## src/rtl/fifo_read_sequencer_pkg.sv

```systemverilog
// fifo_seq_pkg: shared definitions for the FIFO read sequencer.
//   STATE_W       width of the FSM state / fsm_state_o
//   fsm_state_t   state encoding (IDLE=0 .. WAIT_HYBD=4)
package fifo_seq_pkg;

    localparam int STATE_W = 3;

    typedef enum logic [STATE_W-1:0] {
        IDLE      = 3'd0,
        WAIT_TX   = 3'd1,
        READ      = 3'd2,
        WAIT_LOOP = 3'd3,
        WAIT_HYBD = 3'd4
    } fsm_state_t;

endpackage

```

## src/rtl/fifo_read_sequencer_if.sv

```systemverilog
// fifo_read_sequencer_if: handshake and FIFO read bus of the sequencer.
//   Inputs to the sequencer : sync_done, tx_w_done, loop_done, hybd_done,
//                             bypass_hybd, fifo_empty[NUM_CH]
//   Outputs of the sequencer: r_en, rd_strobe, ch_sel, burst_cnt, stall,
//                             fsm_state_o
//   master = sequencer side, slave = environment side.
interface fifo_read_sequencer_if #(
    parameter int NUM_CH      = 4,
    parameter int LOG2_NUM_CH = 2,
    parameter int CNT_W       = 8
);
    import fifo_seq_pkg::*;

    logic                   sync_done;
    logic                   tx_w_done;
    logic                   loop_done;
    logic                   hybd_done;
    logic                   bypass_hybd;
    logic [NUM_CH-1:0]      fifo_empty;
    logic                   r_en;
    logic                   rd_strobe;
    logic [LOG2_NUM_CH-1:0] ch_sel;
    logic [CNT_W-1:0]       burst_cnt;
    logic                   stall;
    logic [STATE_W-1:0]     fsm_state_o;

    modport master (
        input  sync_done, tx_w_done, loop_done, hybd_done, bypass_hybd, fifo_empty,
        output r_en, rd_strobe, ch_sel, burst_cnt, stall, fsm_state_o
    );

    modport slave (
        output sync_done, tx_w_done, loop_done, hybd_done, bypass_hybd, fifo_empty,
        input  r_en, rd_strobe, ch_sel, burst_cnt, stall, fsm_state_o
    );
endinterface

```

## src/rtl/fifo_read_sequencer_rd_pacer.sv

```systemverilog
// rd_pacer: strobe pacing and channel round-robin for the READ state.
//   clk, reset   clock, synchronous active-high reset
//   active       high while the sequencer is in READ
//   fifo_empty   per-channel empty flags
//   rd_strobe    read pulse to channel ch_sel
//   stall        strobe slot blocked by an empty FIFO
//   frame_done   final strobe of the last channel (this cycle)
//   ch_sel       current channel
//   burst_cnt    strobes issued on the current channel
module rd_pacer #(
    parameter int NUM_CH      = 4,
    parameter int LOG2_NUM_CH = 2,
    parameter int BURST_LEN   = 100,
    parameter int CNT_W       = 8,
    parameter int RD_DIV      = 2
) (
    input  logic                   clk,
    input  logic                   reset,
    input  logic                   active,
    input  logic [NUM_CH-1:0]      fifo_empty,
    output logic                   rd_strobe,
    output logic                   stall,
    output logic                   frame_done,
    output logic [LOG2_NUM_CH-1:0] ch_sel,
    output logic [CNT_W-1:0]       burst_cnt
);
    localparam int DIV_W = (RD_DIV > 1) ? $clog2(RD_DIV) : 1;

    logic [DIV_W-1:0]       div_cnt_reg, div_cnt_next;
    logic [CNT_W-1:0]       burst_cnt_reg, burst_cnt_next;
    logic [LOG2_NUM_CH-1:0] ch_sel_reg, ch_sel_next;
    logic [NUM_CH-1:0]      empty_hit;
    logic                   slot, sel_empty, last_strobe, last_ch;

    // Empty flag of the selected channel, built as an AND-OR mux so that
    // non-power-of-two channel counts never index out of range.
    for (genvar gi = 0; gi < NUM_CH; gi++) begin : g_empty_mux
        assign empty_hit[gi] = (ch_sel_reg == LOG2_NUM_CH'(gi)) && fifo_empty[gi];
    end

    assign sel_empty   = |empty_hit;
    assign slot        = active && (div_cnt_reg == '0);
    assign rd_strobe   = slot && !sel_empty;
    assign stall       = slot && sel_empty;
    assign last_strobe = rd_strobe && (burst_cnt_reg == CNT_W'(BURST_LEN - 1));
    assign last_ch     = (ch_sel_reg == LOG2_NUM_CH'(NUM_CH - 1));
    assign frame_done  = last_strobe && last_ch;
    assign ch_sel      = ch_sel_reg;
    assign burst_cnt   = burst_cnt_reg;

    always_comb begin
        div_cnt_next   = div_cnt_reg;
        burst_cnt_next = burst_cnt_reg;
        ch_sel_next    = ch_sel_reg;
        if (!active) begin
            // Holding everything at zero outside READ makes every entry
            // to READ start from channel 0, count 0, strobe slot.
            div_cnt_next   = '0;
            burst_cnt_next = '0;
            ch_sel_next    = '0;
        end else if (stall) begin
            // Freeze on the slot until the FIFO has data again.
        end else if (last_strobe) begin
            // Restart the cadence so the next channel strobes immediately.
            div_cnt_next   = '0;
            burst_cnt_next = '0;
            ch_sel_next    = last_ch ? '0 : ch_sel_reg + LOG2_NUM_CH'(1);
        end else begin
            if (rd_strobe) begin
                burst_cnt_next = burst_cnt_reg + CNT_W'(1);
            end
            div_cnt_next = (div_cnt_reg == DIV_W'(RD_DIV - 1)) ? '0
                                                               : div_cnt_reg + DIV_W'(1);
        end
    end

    always_ff @(posedge clk) begin
        if (reset) begin
            div_cnt_reg   <= '0;
            burst_cnt_reg <= '0;
            ch_sel_reg    <= '0;
        end else begin
            div_cnt_reg   <= div_cnt_next;
            burst_cnt_reg <= burst_cnt_next;
            ch_sel_reg    <= ch_sel_next;
        end
    end
endmodule

```

## src/rtl/fifo_read_sequencer.sv

```systemverilog
// fifo_read_sequencer: read-side controller for the ECG sample FIFO bank.
// After sync it reads BURST_LEN samples from each of NUM_CH FIFOs in turn,
// then waits for loop / hybrid / transmit-window handshakes per frame.
//   clk    sole clock, rising edge
//   reset  synchronous, active-high
//   bus    fifo_read_sequencer_if.master (handshakes in, read bus out)
module fifo_read_sequencer
    import fifo_seq_pkg::*;
#(
    parameter int NUM_CH      = 4,
    parameter int LOG2_NUM_CH = 2,
    parameter int BURST_LEN   = 100,
    parameter int CNT_W       = 8,
    parameter int RD_DIV      = 2
) (
    input  logic clk,
    input  logic reset,
    fifo_read_sequencer_if.master bus
);
    fsm_state_t state_reg, state_next;
    logic       frame_done;

    rd_pacer #(
        .NUM_CH      (NUM_CH),
        .LOG2_NUM_CH (LOG2_NUM_CH),
        .BURST_LEN   (BURST_LEN),
        .CNT_W       (CNT_W),
        .RD_DIV      (RD_DIV)
    ) u_rd_pacer (
        .clk        (clk),
        .reset      (reset),
        .active     (state_reg == READ),
        .fifo_empty (bus.fifo_empty),
        .rd_strobe  (bus.rd_strobe),
        .stall      (bus.stall),
        .frame_done (frame_done),
        .ch_sel     (bus.ch_sel),
        .burst_cnt  (bus.burst_cnt)
    );

    // Each handshake is only looked at in the state that consumes it, so
    // early or stray pulses are dropped rather than remembered.
    always_comb begin
        state_next = state_reg;
        case (state_reg)
            IDLE:      if (bus.sync_done) state_next = READ;
            WAIT_TX:   if (bus.tx_w_done) state_next = READ;
            READ:      if (frame_done)    state_next = WAIT_LOOP;
            WAIT_LOOP: if (bus.loop_done) state_next = bus.bypass_hybd ? WAIT_TX : WAIT_HYBD;
            WAIT_HYBD: if (bus.hybd_done) state_next = WAIT_TX;
            default:                      state_next = IDLE;
        endcase
    end

    always_ff @(posedge clk) begin
        if (reset) begin
            state_reg <= IDLE;
        end else begin
            state_reg <= state_next;
        end
    end

    assign bus.r_en        = (state_reg == READ) || (state_reg == WAIT_LOOP) ||
                             (state_reg == WAIT_HYBD);
    assign bus.fsm_state_o = state_reg;
endmodule

```

## src/flat_wrapper.sv

```systemverilog
// flat-port wrapper written by rule: the top's interface ports become plain ports
module fifo_read_sequencer_flat import fifo_seq_pkg::*;
#(
    parameter int NUM_CH      = 4,
    parameter int LOG2_NUM_CH = 2,
    parameter int BURST_LEN   = 100,
    parameter int CNT_W       = 8,
    parameter int RD_DIV      = 2
)
  (clk, reset, bus_sync_done, bus_tx_w_done, bus_loop_done, bus_hybd_done, bus_bypass_hybd, bus_fifo_empty, bus_r_en, bus_rd_strobe, bus_ch_sel, bus_burst_cnt, bus_stall, bus_fsm_state_o);
  fifo_read_sequencer_if #(.NUM_CH(NUM_CH), .LOG2_NUM_CH(LOG2_NUM_CH), .CNT_W(CNT_W)) bus_i ();
  input  logic clk;
  input  logic reset;
  input wire logic [$bits(bus_i.sync_done)-1:0] bus_sync_done;
  input wire logic [$bits(bus_i.tx_w_done)-1:0] bus_tx_w_done;
  input wire logic [$bits(bus_i.loop_done)-1:0] bus_loop_done;
  input wire logic [$bits(bus_i.hybd_done)-1:0] bus_hybd_done;
  input wire logic [$bits(bus_i.bypass_hybd)-1:0] bus_bypass_hybd;
  input wire logic [$bits(bus_i.fifo_empty)-1:0] bus_fifo_empty;
  output wire logic [$bits(bus_i.r_en)-1:0] bus_r_en;
  output wire logic [$bits(bus_i.rd_strobe)-1:0] bus_rd_strobe;
  output wire logic [$bits(bus_i.ch_sel)-1:0] bus_ch_sel;
  output wire logic [$bits(bus_i.burst_cnt)-1:0] bus_burst_cnt;
  output wire logic [$bits(bus_i.stall)-1:0] bus_stall;
  output wire logic [$bits(bus_i.fsm_state_o)-1:0] bus_fsm_state_o;
  assign bus_i.sync_done = bus_sync_done;
  assign bus_i.tx_w_done = bus_tx_w_done;
  assign bus_i.loop_done = bus_loop_done;
  assign bus_i.hybd_done = bus_hybd_done;
  assign bus_i.bypass_hybd = bus_bypass_hybd;
  assign bus_i.fifo_empty = bus_fifo_empty;
  assign bus_r_en = bus_i.r_en;
  assign bus_rd_strobe = bus_i.rd_strobe;
  assign bus_ch_sel = bus_i.ch_sel;
  assign bus_burst_cnt = bus_i.burst_cnt;
  assign bus_stall = bus_i.stall;
  assign bus_fsm_state_o = bus_i.fsm_state_o;
  fifo_read_sequencer #(.NUM_CH(NUM_CH), .LOG2_NUM_CH(LOG2_NUM_CH), .BURST_LEN(BURST_LEN), .CNT_W(CNT_W), .RD_DIV(RD_DIV)) u_core (.clk(clk), .reset(reset), .bus(bus_i));
endmodule
```

## config.mk

```make
export PLATFORM = sky130hd
export DESIGN_NAME = fifo_read_sequencer_flat
export DESIGN_NICKNAME = d
export VERILOG_FILES = /design/src/rtl/fifo_read_sequencer_pkg.sv /design/src/rtl/fifo_read_sequencer_if.sv /design/src/rtl/fifo_read_sequencer_rd_pacer.sv /design/src/rtl/fifo_read_sequencer.sv /design/src/flat_wrapper.sv
export SDC_FILE = /design/constraint.sdc
export NUM_CORES = 1
export LEC_CHECK = 0
export ABC_CLOCK_PERIOD_IN_PS = 2100
export CORE_ASPECT_RATIO = 0.9
export CORE_MARGIN = 2
export CORE_UTILIZATION = 44
export CTS_CLUSTER_SIZE = 8
export DETAILED_ROUTE_END_ITERATION = 10
export PLACE_DENSITY = 0.87
export REMOVE_ABC_BUFFERS = 1
export SYNTH_ARGS = -nofsm -noshare
export SYNTH_HDL_FRONTEND = slang
export SYNTH_SLANG_ARGS = --single-unit
```

## constraint.sdc

```tcl
create_clock -name clk -period 2.1 [get_ports clk]
set_input_delay 0.42 -clock clk [delete_from_list [all_inputs] [get_ports clk]]
set_output_delay 0.42 -clock clk [all_outputs]
set_load 0.01 [all_outputs]
```

==> out/metrics.csv <==
metric,value,unit
outcome,"complete, no violations",
initial core utilization,0.476,
Synth Area in Compound Gates,0.155,
worst hold slack,0.504,ns
largest net degree at the start of global routing,9,
CP arrival,1.57,ns
layout cell share with drive strength beyond 1,0.203,
Setup Crit Path Kind,primary input to primary output,
Area Overhead vs Synth,51.2,%
reg2reg start,u_core.u_rd_pacer.ch_sel[0],
worst skew pair latency,0.28,ns
Yosys cell types,33,
P_leak,0.455,nW
Final Hold Fails,0,
CTS sink count,14,
max reg flops,8,
max_cap viols,0,
detailed-route via count,883,
worst hold path class,flop to flop,
critical path required time,1.68,ns
Post-Synth XOR/XNOR Area,0.0108,
register area,288,um^2
Worst Max-Slew Pin Slew,0.347,ns
vias in the first global route,850,
hold_sp,u_core.u_rd_pacer.ch_sel[1],
CTS root buf,clkbuf_4,
DR DRC count,0,
Ys Warns,0,
mux cell area share after synthesis,0.0495,
Critical Path End Type,primary output,
CP max FO,4,
# port buffers,26,
RD Place Congestion,0.788,
most frequent cell after synthesis,dfxtp_1,
Post-synth ARST share,0,
crit path launch,bus_fifo_empty[2],
total CTS buffers,3,
core area,1700,um^2
mapped cell area,810,um^2
DP HPWL,1.64,mm
first-pass GRT wire length,3.95,mm
Cells after Synth,92,
Slew headroom,0.768,
# IOs,27,
Peak VDD IR,0.000379,V
Pwr Total,0.548,mW
DIE WIDTH,49.2,um
PwrDens,448,nW/um^2
dpl ws,-0.185,ns
WL/cell,14.5,um
type of origin of the critical path,primary input,
DR vias/cell,5.62,
"top cells by count, synth","14 x dfxtp_1, 10 x nand2_1, 6 x a21oi_1",
Syn Area/Cell,8.80,um^2
#FFs+latches synth,14,
design area,1220,um^2
routed wire length,2.28,mm
FILL cells,133,
GR Overflow Total,0,
setup TNS,0,ns
die footprint,2200,um^2
"Seq/Total Area, Yosys",0.346,
Post-synth EDFFs,0,
# diodes,0,
hold_buf cts,0,
Die H,44.7,um
Final ANT Viol Nets,0,
Synth area leaders,"dfxtp_1 35%, ha_1 7.7%, mux2i_1 4.9%",
Clock H-tree levels,1,
largest family of logic cells by synthesized area,simple AND/OR/NAND/NOR gates,
Final min period,1.99,ns
Multi-input gate area,503,um^2
Area after DPL,1180,um^2
RSZ-0062 raised after global routing,false,
clk_skew,0.00144,ns
"Reg clk slew, reported paths",0.08,ns
top-area cell type share of the netlist area,0.346,
TritonCTS clock tree,yes,
Post-synth top flop,dfxtp_1,
Synth Area in Simple Gates,0.329,
initial antenna violation count,0,
Global Route Usage Sum,0.236,
TritonRoute pass-1 iters,4,
pins over their slew limit,0,
# nets final,150,
row count,14,
initial DRC count,30,
Adder-Cell Fraction of Synth Area,0.0773,
Final period util,0.948,
fin worst setup slack,0.108,ns
"Setup violations, final",0,
Longest Clk Path Bufs,2,
"area leader, netlist",dfxtp_1,
Max Fclk,502,MHz
[layout make-up]
type / count / area share
Multi-Input combinational cell: 72 / 0.411
Timing Repair Buffer: 39 / 0.287
Sequential cell: 14 / 0.235
Clock buffer: 4 / 0.0297
Tap cell: 24 / 0.0245
Inverter: 4 / 0.0123
[cell usage in the layout, fill, tap and decap left out, drive strengths merged]
| cell | Yosys | layout |
|---|---|---|
| mux2i | 4 | 4 |
| buf | 1 | 13 |
| o22ai | 1 | 1 |
| o32ai | 1 | 1 |
| o31ai | 2 | 2 |
| o21ai | 3 | 3 |
| nand2b | 1 | 1 |
| clkdlybuf4s15 | 0 | 1 |
| nor2 | 5 | 5 |
| or3b | 1 | 1 |
| dlygate4sd2 | 0 | 1 |
| or4 | 1 | 1 |
| and3 | 2 | 2 |
| xor2 | 1 | 1 |
| nand3 | 6 | 6 |
| nand3b | 2 | 2 |
| a31oi | 1 | 1 |
| nand2 | 10 | 10 |
| clkdlybuf4s50 | 0 | 23 |
| or3 | 4 | 4 |
| nor3b | 1 | 1 |
| a22oi | 2 | 2 |
| nor2b | 2 | 2 |
| nor4 | 2 | 2 |
| a21oi | 6 | 6 |
| a21boi | 1 | 1 |
| clkbuf | 1 | 5 |
| nor4b | 1 | 1 |
| dfxtp | 14 | 14 |
| ha | 5 | 5 |
| nor3 | 2 | 2 |
| inv | 4 | 4 |
| o32a | 2 | 2 |
| nand4 | 3 | 3 |
[worst max-delay path, stage by stage]
cell	delay [ns]
clkdlybuf4s50_1	0.45
a22oi_1	0.08
buf_4	0.16
a21boi_0	0.19
clkdlybuf4s15_1	0.27
[metrics by stage]
stage,util,instances
after floorplan,-,90
after CTS,0.720,157
after detailed placement,0.694,152
after global routing,0.720,157
after global placement,0.694,152
final,0.720,157
[path summary, 6_finish.rpt]
| kind | slack [ns] | cells after the start | endpoint |
|---|---|---|---|
| min | 0.50 | 2 | u_core.u_rd_pacer.ch_sel[1] |
| max reg2reg | 0.25 | 8 | u_core.u_rd_pacer.burst_cnt[7] |
| min reg2reg | 0.50 | 2 | u_core.u_rd_pacer.ch_sel[1] |
| max | 0.11 | 5 | bus_stall |
[report_power, final]
group	internal (mW)	switching, mW	total, mW
sequential	0.267	0.00218	0.269
clock	0.105	0.0887	0.194
combinational	0.0482	0.0366	0.0848
total	0.420	0.127	0.548
[logic make-up after synthesis]
group                      count (synthesis)
and+or+nand+nor                           43
AOI/OAI and AO/OA                         19
DFF                                       14
adders and majority gates                  5
muxes                                      4
buffers and inverters                      6
xor gates and xnor gates                   1
[repair_timing]
action	CTS	global route
pin swaps	1	0
setup buffers	1	0
resized for setup	7	4
setup endpoints to repair	3	2
[layer usage]
metal,part of all wire,vias to the layer above,GRT usage
li1,-,429,-
met1,0.41,409,0.286
met2,0.50,39,0.430
met3,0.074,6,0.0497
met4,0.020,0,0.0686
met5,0,-,0
Power figures use the tool's default switching activity.
